==> src/rtl/alu_seq_pkg.sv <==
// Shared definitions for the sequenced ALU: opcodes, FSM state encoding and
// the test that routes an opcode to the iterative multiplier/divider.
package alu_seq_pkg;

    localparam logic [3:0] ALU_OP_ADD   = 4'd0;
    localparam logic [3:0] ALU_OP_SUB   = 4'd1;
    localparam logic [3:0] ALU_OP_AND   = 4'd2;
    localparam logic [3:0] ALU_OP_OR    = 4'd3;
    localparam logic [3:0] ALU_OP_XOR   = 4'd4;
    localparam logic [3:0] ALU_OP_SLL   = 4'd5;
    localparam logic [3:0] ALU_OP_SRL   = 4'd6;
    localparam logic [3:0] ALU_OP_SRA   = 4'd7;
    localparam logic [3:0] ALU_OP_SLT   = 4'd8;
    localparam logic [3:0] ALU_OP_SLTU  = 4'd9;
    localparam logic [3:0] ALU_OP_MUL   = 4'd10;
    localparam logic [3:0] ALU_OP_MULHU = 4'd11;
    localparam logic [3:0] ALU_OP_DIVU  = 4'd12;
    localparam logic [3:0] ALU_OP_REMU  = 4'd13;

    typedef enum logic [1:0] {
        ST_IDLE = 2'd0,
        ST_ITER = 2'd1,
        ST_DONE = 2'd2
    } state_t;

    function automatic logic is_multicycle(input logic [3:0] op);
        return (op >= ALU_OP_MUL) && (op <= ALU_OP_REMU);
    endfunction

endpackage

==> src/rtl/alu_seq_if.sv <==
// Operand/result handshake bundle between the execute stage and alu_seq.
interface alu_seq_if #(
    parameter int WIDTH = 32
);
    logic             in_valid;
    logic             in_ready;
    logic [3:0]       opcode;
    logic [WIDTH-1:0] op_0;
    logic [WIDTH-1:0] op_1;
    logic             out_valid;
    logic             out_ready;
    logic [WIDTH-1:0] out;
    logic             ZERO;
    logic             NEGATIVE;
    logic             CARRY;
    logic             OVERFLOW;
    logic             busy;

    modport master (
        output in_valid, opcode, op_0, op_1, out_ready,
        input  in_ready, out_valid, out, ZERO, NEGATIVE, CARRY, OVERFLOW, busy
    );

    modport slave (
        input  in_valid, opcode, op_0, op_1, out_ready,
        output in_ready, out_valid, out, ZERO, NEGATIVE, CARRY, OVERFLOW, busy
    );
endinterface

==> src/rtl/alu_muldiv_iter.sv <==
// Radix-2 iterative unit: shift-add multiply and restoring unsigned divide,
// one step per cycle, sharing a single 2*WIDTH accumulator.
module alu_muldiv_iter
    import alu_seq_pkg::*;
#(
    parameter int WIDTH = 32
) (
    input  logic             clk,
    input  logic             rst,
    input  logic             i_start,
    input  logic [3:0]       i_opcode,
    input  logic [WIDTH-1:0] i_op_0,
    input  logic [WIDTH-1:0] i_op_1,
    output logic             o_done,
    output logic [WIDTH-1:0] o_result
);
    localparam int CNT_W = $clog2(WIDTH + 1);

    logic [CNT_W-1:0]   r_cnt;
    logic               r_active;
    logic [3:0]         r_op;
    logic [WIDTH-1:0]   r_opb;
    logic [2*WIDTH-1:0] r_acc;

    logic               w_is_mul;
    logic [WIDTH:0]     w_sum;
    logic [WIDTH:0]     w_part;
    logic               w_ge;
    logic [WIDTH-1:0]   w_rem;
    logic [2*WIDTH-1:0] w_acc_next;

    // Multiply: high half accumulates, low half holds the remaining multiplier.
    // Divide: high half is the partial remainder, low half collects quotient bits.
    always_comb begin
        w_is_mul = (r_op == ALU_OP_MUL) || (r_op == ALU_OP_MULHU);
        w_sum    = {1'b0, r_acc[2*WIDTH-1:WIDTH]} + {1'b0, (r_acc[0] ? r_opb : '0)};
        w_part   = r_acc[2*WIDTH-1:WIDTH-1];
        w_ge     = w_part >= {1'b0, r_opb};
        w_rem    = w_part[WIDTH-1:0] - r_opb;
        if (w_is_mul) begin
            w_acc_next = {w_sum, r_acc[WIDTH-1:1]};
        end else if (w_ge) begin
            w_acc_next = {w_rem, r_acc[WIDTH-2:0], 1'b1};
        end else begin
            w_acc_next = {w_part[WIDTH-1:0], r_acc[WIDTH-2:0], 1'b0};
        end
    end

    always_ff @(posedge clk) begin
        if (rst) begin
            r_cnt    <= '0;
            r_active <= 1'b0;
            r_op     <= '0;
            r_opb    <= '0;
            r_acc    <= '0;
        end else if (i_start) begin
            r_cnt    <= CNT_W'(WIDTH);
            r_active <= 1'b1;
            r_op     <= i_opcode;
            r_opb    <= i_op_1;
            r_acc    <= {{WIDTH{1'b0}}, i_op_0};
        end else if (r_active) begin
            if (r_cnt != '0) begin
                r_cnt <= r_cnt - 1'b1;
                r_acc <= w_acc_next;
            end else begin
                r_active <= 1'b0;
            end
        end
    end

    assign o_done   = r_active && (r_cnt == '0);
    assign o_result = ((r_op == ALU_OP_MULHU) || (r_op == ALU_OP_REMU)) ?
                      r_acc[2*WIDTH-1:WIDTH] : r_acc[WIDTH-1:0];
endmodule

==> src/rtl/alu_seq.sv <==
// Registered execute-stage ALU: single-cycle ops complete in one cycle,
// MUL/MULHU/DIVU/REMU stall the handshake while the iterative unit runs.
//
// state | meaning
// IDLE  | no result held, ready for operands
// ITER  | iterative mul/div running, busy, not ready
// DONE  | result and flags valid, waiting for consumer
module alu_seq
    import alu_seq_pkg::*;
#(
    parameter int WIDTH = 32
) (
    input  logic    clk,
    input  logic    rst,
    alu_seq_if.slave bus
);
    localparam int SHAMT_W = $clog2(WIDTH);

    state_t           r_state;
    state_t           w_state_next;
    logic [WIDTH-1:0] r_out;
    logic             r_zero;
    logic             r_neg;
    logic             r_carry;
    logic             r_ovf;

    logic               w_accept;
    logic               w_start;
    logic               w_load;
    logic               w_md_done;
    logic [WIDTH-1:0]   w_md_result;
    logic [WIDTH-1:0]   w_alu_res;
    logic               w_alu_carry;
    logic               w_alu_ovf;
    logic               w_is_sub;
    logic [WIDTH-1:0]   w_b;
    logic [WIDTH:0]     w_sum;
    logic [SHAMT_W-1:0] w_shamt;
    logic [WIDTH-1:0]   w_res_next;

    assign bus.in_ready  = (r_state == ST_IDLE) || ((r_state == ST_DONE) && bus.out_ready);
    assign w_accept      = bus.in_valid && bus.in_ready;
    assign w_start       = w_accept && is_multicycle(bus.opcode);
    assign w_load        = (w_accept && !is_multicycle(bus.opcode)) ||
                           ((r_state == ST_ITER) && w_md_done);
    assign bus.out_valid = (r_state == ST_DONE);
    assign bus.busy      = (r_state == ST_ITER);
    assign bus.out       = r_out;
    assign bus.ZERO      = r_zero;
    assign bus.NEGATIVE  = r_neg;
    assign bus.CARRY     = r_carry;
    assign bus.OVERFLOW  = r_ovf;

    alu_muldiv_iter #(.WIDTH(WIDTH)) u_muldiv (
        .clk      (clk),
        .rst      (rst),
        .i_start  (w_start),
        .i_opcode (bus.opcode),
        .i_op_0   (bus.op_0),
        .i_op_1   (bus.op_1),
        .o_done   (w_md_done),
        .o_result (w_md_result)
    );

    // SUB shares the adder as op_0 + ~op_1 + 1 so CARRY means "no borrow".
    always_comb begin
        w_is_sub    = (bus.opcode == ALU_OP_SUB);
        w_b         = w_is_sub ? ~bus.op_1 : bus.op_1;
        w_sum       = {1'b0, bus.op_0} + {1'b0, w_b} + {{WIDTH{1'b0}}, w_is_sub};
        w_shamt     = bus.op_1[SHAMT_W-1:0];
        w_alu_carry = 1'b0;
        w_alu_ovf   = 1'b0;
        w_alu_res   = '0;
        case (bus.opcode)
            ALU_OP_ADD, ALU_OP_SUB: begin
                w_alu_res   = w_sum[WIDTH-1:0];
                w_alu_carry = w_sum[WIDTH];
                w_alu_ovf   = (bus.op_0[WIDTH-1] == w_b[WIDTH-1]) &&
                              (w_sum[WIDTH-1] != bus.op_0[WIDTH-1]);
            end
            ALU_OP_AND:  w_alu_res = bus.op_0 & bus.op_1;
            ALU_OP_OR:   w_alu_res = bus.op_0 | bus.op_1;
            ALU_OP_XOR:  w_alu_res = bus.op_0 ^ bus.op_1;
            ALU_OP_SLL:  w_alu_res = bus.op_0 << w_shamt;
            ALU_OP_SRL:  w_alu_res = bus.op_0 >> w_shamt;
            ALU_OP_SRA:  w_alu_res = $signed(bus.op_0) >>> w_shamt;
            ALU_OP_SLT:  w_alu_res = {{(WIDTH-1){1'b0}}, ($signed(bus.op_0) < $signed(bus.op_1))};
            ALU_OP_SLTU: w_alu_res = {{(WIDTH-1){1'b0}}, (bus.op_0 < bus.op_1)};
            default:     w_alu_res = '0;
        endcase
    end

    assign w_res_next = (r_state == ST_ITER) ? w_md_result : w_alu_res;

    always_comb begin
        w_state_next = r_state;
        case (r_state)
            ST_IDLE: begin
                if (bus.in_valid) begin
                    w_state_next = is_multicycle(bus.opcode) ? ST_ITER : ST_DONE;
                end
            end
            ST_ITER: begin
                if (w_md_done) begin
                    w_state_next = ST_DONE;
                end
            end
            ST_DONE: begin
                if (bus.out_ready) begin
                    if (bus.in_valid) begin
                        w_state_next = is_multicycle(bus.opcode) ? ST_ITER : ST_DONE;
                    end else begin
                        w_state_next = ST_IDLE;
                    end
                end
            end
            default: w_state_next = ST_IDLE;
        endcase
    end

    always_ff @(posedge clk) begin
        if (rst) begin
            r_state <= ST_IDLE;
            r_out   <= '0;
            r_zero  <= 1'b1;
            r_neg   <= 1'b0;
            r_carry <= 1'b0;
            r_ovf   <= 1'b0;
        end else begin
            r_state <= w_state_next;
            if (w_load) begin
                r_out   <= w_res_next;
                r_zero  <= (w_res_next == '0);
                r_neg   <= w_res_next[WIDTH-1];
                r_carry <= (r_state == ST_ITER) ? 1'b0 : w_alu_carry;
                r_ovf   <= (r_state == ST_ITER) ? 1'b0 : w_alu_ovf;
            end
        end
    end
endmodule

==> src/flat_wrapper.sv <==
// flat-port wrapper written by rule: the top's interface ports become plain ports
module alu_seq_flat import alu_seq_pkg::*;
#(
    parameter int WIDTH = 32
)
  (clk, rst, bus_in_valid, bus_opcode, bus_op_0, bus_op_1, bus_out_ready, bus_in_ready, bus_out_valid, bus_out, bus_ZERO, bus_NEGATIVE, bus_CARRY, bus_OVERFLOW, bus_busy);
  alu_seq_if #(.WIDTH(WIDTH)) bus_i ();
  input  logic clk;
  input  logic rst;
  input wire logic [$bits(bus_i.in_valid)-1:0] bus_in_valid;
  input wire logic [$bits(bus_i.opcode)-1:0] bus_opcode;
  input wire logic [$bits(bus_i.op_0)-1:0] bus_op_0;
  input wire logic [$bits(bus_i.op_1)-1:0] bus_op_1;
  input wire logic [$bits(bus_i.out_ready)-1:0] bus_out_ready;
  output wire logic [$bits(bus_i.in_ready)-1:0] bus_in_ready;
  output wire logic [$bits(bus_i.out_valid)-1:0] bus_out_valid;
  output wire logic [$bits(bus_i.out)-1:0] bus_out;
  output wire logic [$bits(bus_i.ZERO)-1:0] bus_ZERO;
  output wire logic [$bits(bus_i.NEGATIVE)-1:0] bus_NEGATIVE;
  output wire logic [$bits(bus_i.CARRY)-1:0] bus_CARRY;
  output wire logic [$bits(bus_i.OVERFLOW)-1:0] bus_OVERFLOW;
  output wire logic [$bits(bus_i.busy)-1:0] bus_busy;
  assign bus_i.in_valid = bus_in_valid;
  assign bus_i.opcode = bus_opcode;
  assign bus_i.op_0 = bus_op_0;
  assign bus_i.op_1 = bus_op_1;
  assign bus_i.out_ready = bus_out_ready;
  assign bus_in_ready = bus_i.in_ready;
  assign bus_out_valid = bus_i.out_valid;
  assign bus_out = bus_i.out;
  assign bus_ZERO = bus_i.ZERO;
  assign bus_NEGATIVE = bus_i.NEGATIVE;
  assign bus_CARRY = bus_i.CARRY;
  assign bus_OVERFLOW = bus_i.OVERFLOW;
  assign bus_busy = bus_i.busy;
  alu_seq #(.WIDTH(WIDTH)) u_core (.clk(clk), .rst(rst), .bus(bus_i));
endmodule
==> config.mk <==
export PLATFORM = sky130hd
export DESIGN_NAME = alu_seq_flat
export DESIGN_NICKNAME = d
export VERILOG_FILES = /design/src/rtl/alu_seq_pkg.sv /design/src/rtl/alu_seq_if.sv /design/src/rtl/alu_muldiv_iter.sv /design/src/rtl/alu_seq.sv /design/src/flat_wrapper.sv
export SDC_FILE = /design/constraint.sdc
export NUM_CORES = 1
export LEC_CHECK = 0
export ABC_AREA = 1
export BUFFER_PORTS_ARGS = -buffer_cell sky130_fd_sc_hd__buf_2
export CAP_MARGIN = 20
export CORE_MARGIN = 4
export CORE_UTILIZATION = 30
export CTS_BUF_LIST = sky130_fd_sc_hd__clkbuf_8
export DETAILED_ROUTE_END_ITERATION = 12
export GPL_TIMING_DRIVEN = 0
export SYNTH_ARGS = -nofsm -noshare
export SYNTH_HDL_FRONTEND = slang
export SYNTH_SLANG_ARGS = --single-unit
==> constraint.sdc <==
create_clock -name clk -period 3.2 [get_ports clk]
set_input_delay 0.64 -clock clk [delete_from_list [all_inputs] [get_ports clk]]
set_output_delay 0.64 -clock clk [all_outputs]
set_load 0.005 [all_outputs]
==> flow_summary_export.csv <==
group,metric,value,unit
global_routing,grt_max_degree,21,
pwr,clock_power_share,23.4,%
floorplan,initial_standard_cell_utilization_of_the_core,30.3,%
sta,worst_tran_pin_value,0.937,ns
synthesis,synth_enable_flop_cells,0,
synthesis,ys_seq_area_share,14.7,%
final_layout,most-common-layout-cells,"796 x nand2_1, 431 x inv_1, 399 x nand3_1, 225 x a21oi_1, 223 x nor2_1",
pwr,sw_frac_of_total,47.3,%
routing,drc,0,
synthesis,synthesis.nets,3626,
sta,slew_violations,0,
global_routing,globalRouteMet3Util,4.36,%
clock_tree,clock_latency_reported_for_the_late_side_of_the_worst_skew_pair,0.50,ns
place,dp_slack,-1.58,ns
setup_path,arrival,3.73,ns
setup_path,critPathCaptureType,"flip-flop",
synthesis,synthDistinctLibCells,61,
routing,routed-via-count,24266,
pwr,p_comb_share,48.4,%
routing,wl,106000,microns
global_routing,global_route_met1_utilization,38.2,%
synthesis,ys_ff_latch,144,
sta,report.final.hold_viol_count,0,
status,violations,"negative setup slack",
pwr,internal_power,3690,uW
clock_tree,clock_input_transition_at_the_sequential_cells_of_the_worst_setup_and_hold_paths,0.11,ns
setup_path,critical_path.cell_chain,"buf_2, inv_2, nor2_2, nand2_2, buf_2, o221ai_1, nor2_1, nand3_1, nor2_1, nand2_1, nand2_2, nand2_1, nor2_1, nand4_1, nor2_1, nand4_1, nand2_1",
setup_path,cp_slowest_cell,"nor2_1",
sta,max-slew-margin-rel,37.5,%
setup_path,worst_path_dominant_cell_family,"simple AND/OR/NAND/NOR gates",
pwr,power_density,304,mW/mm^2
routing,drt_pre_antenna_iters,6,
setup_path,cp_num_buf_inv,3,
place,dpl.hpwl,88100,microns
global_routing,first_global_vias,22824,
synthesis,synthesis.area,0.0196,sq mm
global_routing,grtUsageTotal,29.1,%
floorplan,die_h,263,microns
pwr,net-switching-power,3310,uW
sta,report.final.setup_viol,1,
synthesis,avgSynthCellArea,5.83,sq um
setup_path,timing_worst_setup_path_type,"input port to flip-flop",
clock_tree,tritoncts.num_buffers,17,
clock_tree,root_buffer,"clkbuf_8",
floorplan,placement_rows,93,
sta,timing.final.crit_share,102,%
final_layout,layout.cells.most_common,"nand2_1",
sta,grt_setup_unrepaired,"true",
synthesis,syn_inst,3357,
clock_tree,cts_num_sinks,144,
global_routing,grt-busiest-layer,"met2",
setup_path,crit_fanout,10,
final_layout,final_nets,3780,
final_layout,final_layout_size_suffix_gt1_share,13.5,%
routing,drt.antenna.violating_nets,0,
synthesis,synth-async-reset-ratio,0,%
setup_path,critPathMaxStageDelay,0.43,ns
sta,final.setup.worst_slack,-0.0760,ns
pwr,power.sequential.fraction,28.2,%
setup_path,cp_data_required_time,3.66,ns
pwr,totalPowerFinal,7000,uW
setup_path,most_frequent_cell_on_the_critical_path,"nor2_1",
place,gp_congestion,1.05,
clock_tree,hold_buffers,0,
clock_tree,cts_buffer_depth,2,
min_path,hold_path_class,"flip-flop to flip-flop",
pwr,p_leak,0.0114,uW
setup_path,reg2reg_slack,0.16,ns
final_layout,synthToLayoutAreaGrowth,17.6,%
floorplan,die_width,263,microns
global_routing,first_pass_grt_wire_length,152000,microns
global_routing,grt_overflow,0,
sta,achievable-frequency,0.305,GHz
clock_tree,ctsHtreeMaxLevel,4,
routing,wl_per_cell,24.3,microns
routing,detail_route.iter0.violations,2497,
sta,period_minus_slack,3.28,ns
floorplan,ios,111,
sta,clock_skew,0.0238,ns
clock_tree,clock_tree_from_tritoncts,"done",
synthesis,synth_ff_type,"dfxtp_1",
final_layout,antennaDiodeCount,0,
global_routing,grt_antenna_before_repair,1,
flow_run,cap_violations,0,
routing,drt_via_density,5.54,
status,outcome,"finished, violations left",
place,io_buffers,109,
setup_path,cp-start-kind,"input port",
floorplan,fp.dieArea,0.0694,sq mm
global_routing,groute.layer.met2.usage,46.6,%
pwr,vdd.ir_drop.worst,0.000217,V
floorplan,coreArea,0.0646,sq mm
synthesis,synthesis.yosys.warnings,0,
kinds of logic after synthesis:
kind of cell             synth area share [%]
multiplexers                            0.204
AO/OA/AOI/OAI                            20.2
AND/OR/NAND/NOR                          36.2
flip-flops                               14.7
XOR/XNOR                                 3.67
buffers and inverters                    12.3
adder cells (fa/ha/maj)                  12.7
layer usage:
layer  up-vias  part of all wire, %
met2      1200                   44
met4         0                  6.0
met3       259                  8.5
li1      11445                    -
met5         -                    0
met1     11362                   42
sequential cells by signal, indices dropped and copies added, names as in the netlist, 2 cells and up:
register               cells
u_core.u_muldiv.r_acc     64
u_core.u_muldiv.r_opb     32
u_core.bus.out            31
u_core.u_muldiv.r_cnt      6
u_core.u_muldiv.r_op       4
u_core.r_state             2
synth_stat cells (all sizes together) (6+ instances only):
cell type / number / area [sq um]
xnor2: 24 / 210
o21ai: 254 / 1290
a21oi: 271 / 1400
nor3: 35 / 191
nand3b: 14 / 105
ha: 194 / 2430
o21a: 6 / 45.0
nand4: 46 / 288
nor2: 248 / 956
o221ai: 29 / 254
o21bai: 29 / 218
buf: 75 / 420
and2: 13 / 81.3
a21boi: 7 / 52.6
o211ai: 59 / 453
xor2: 58 / 508
clkbuf: 73 / 275
nand2: 850 / 3240
inv: 453 / 1700
or2: 10 / 62.6
nand3: 407 / 2060
nor4: 9 / 62.6
dfxtp: 144 / 2880
o22ai: 9 / 56.3
through the flow:
| stage | cells | hold WS, ns | utilization (%) | area [sq um] | TNS (ns) |
|---|---|---|---|---|---|
| detailed placement | 4321 | 0.463 | 32.9 | 21200 | -43.48 |
| finish | 4379 | 0.473 | 35.7 | 23000 | -0.0760 |
| global placement | 4321 | 0.456 | 32.9 | 21200 | -44.35 |
| global route | 4379 | 0.511 | 35.7 | 23000 | -0.187 |
| CTS | 4358 | 0.475 | 34.3 | 22100 | -0.0443 |
| floorplan | 3357 | 0.445 | - | 19600 | 0 |
final cells by class:
cell class | count | area (sq um)
fillers | 7281 | 41600
multi-input cells | 2609 | 15300
flip-flops and latches | 144 | 2890
inverters | 456 | 1740
well taps | 855 | 1070
plain buffers | 144 | 821
repair buffers | 139 | 802
clock buffers | 17 | 234
clock inverters | 15 | 195
path summary, 6_finish.rpt:
| kind | startpoint | endpoint | cells after the start |
|---|---|---|---|
| hold reg to reg | u_core.u_muldiv.r_cnt[0] | u_core.u_muldiv.r_cnt[0] | 2 |
| setup reg to reg | u_core.u_muldiv.r_opb[21] | u_core.u_muldiv.r_acc[34] | 14 |
| hold / removal | u_core.u_muldiv.r_cnt[0] | u_core.u_muldiv.r_cnt[0] | 2 |
| setup / recovery | bus_opcode[2] | u_core.bus.ZERO | 17 |
tightest hold or removal path: stages (launching register included):
cell and delay (ns):
dfxtp_1 0.32, nand2_1 0.06, a21oi_1 0.06
power groups by stage:
stage	sequential, uW	combinational [uW]	clock [uW]
2_1_floorplan	1980	1880	0
3_3_place_gp	2010	3000	0
3_5_place_dp	2010	2980	0
4_1_cts	1970	3090	1660
5_1_grt	1980	3630	1730
6_report	1970	3390	1640
repair_timing:
action / CTS / global route
cloned: 0 / 1
gates resized for setup: 115 / 177
endpoints found under the hold margin: 0 / 0
setup endpoints to repair: 61 / 43
buffers inserted: 9 / 20
pin swaps: 9 / 42
Power figures use the tool's default switching activity.
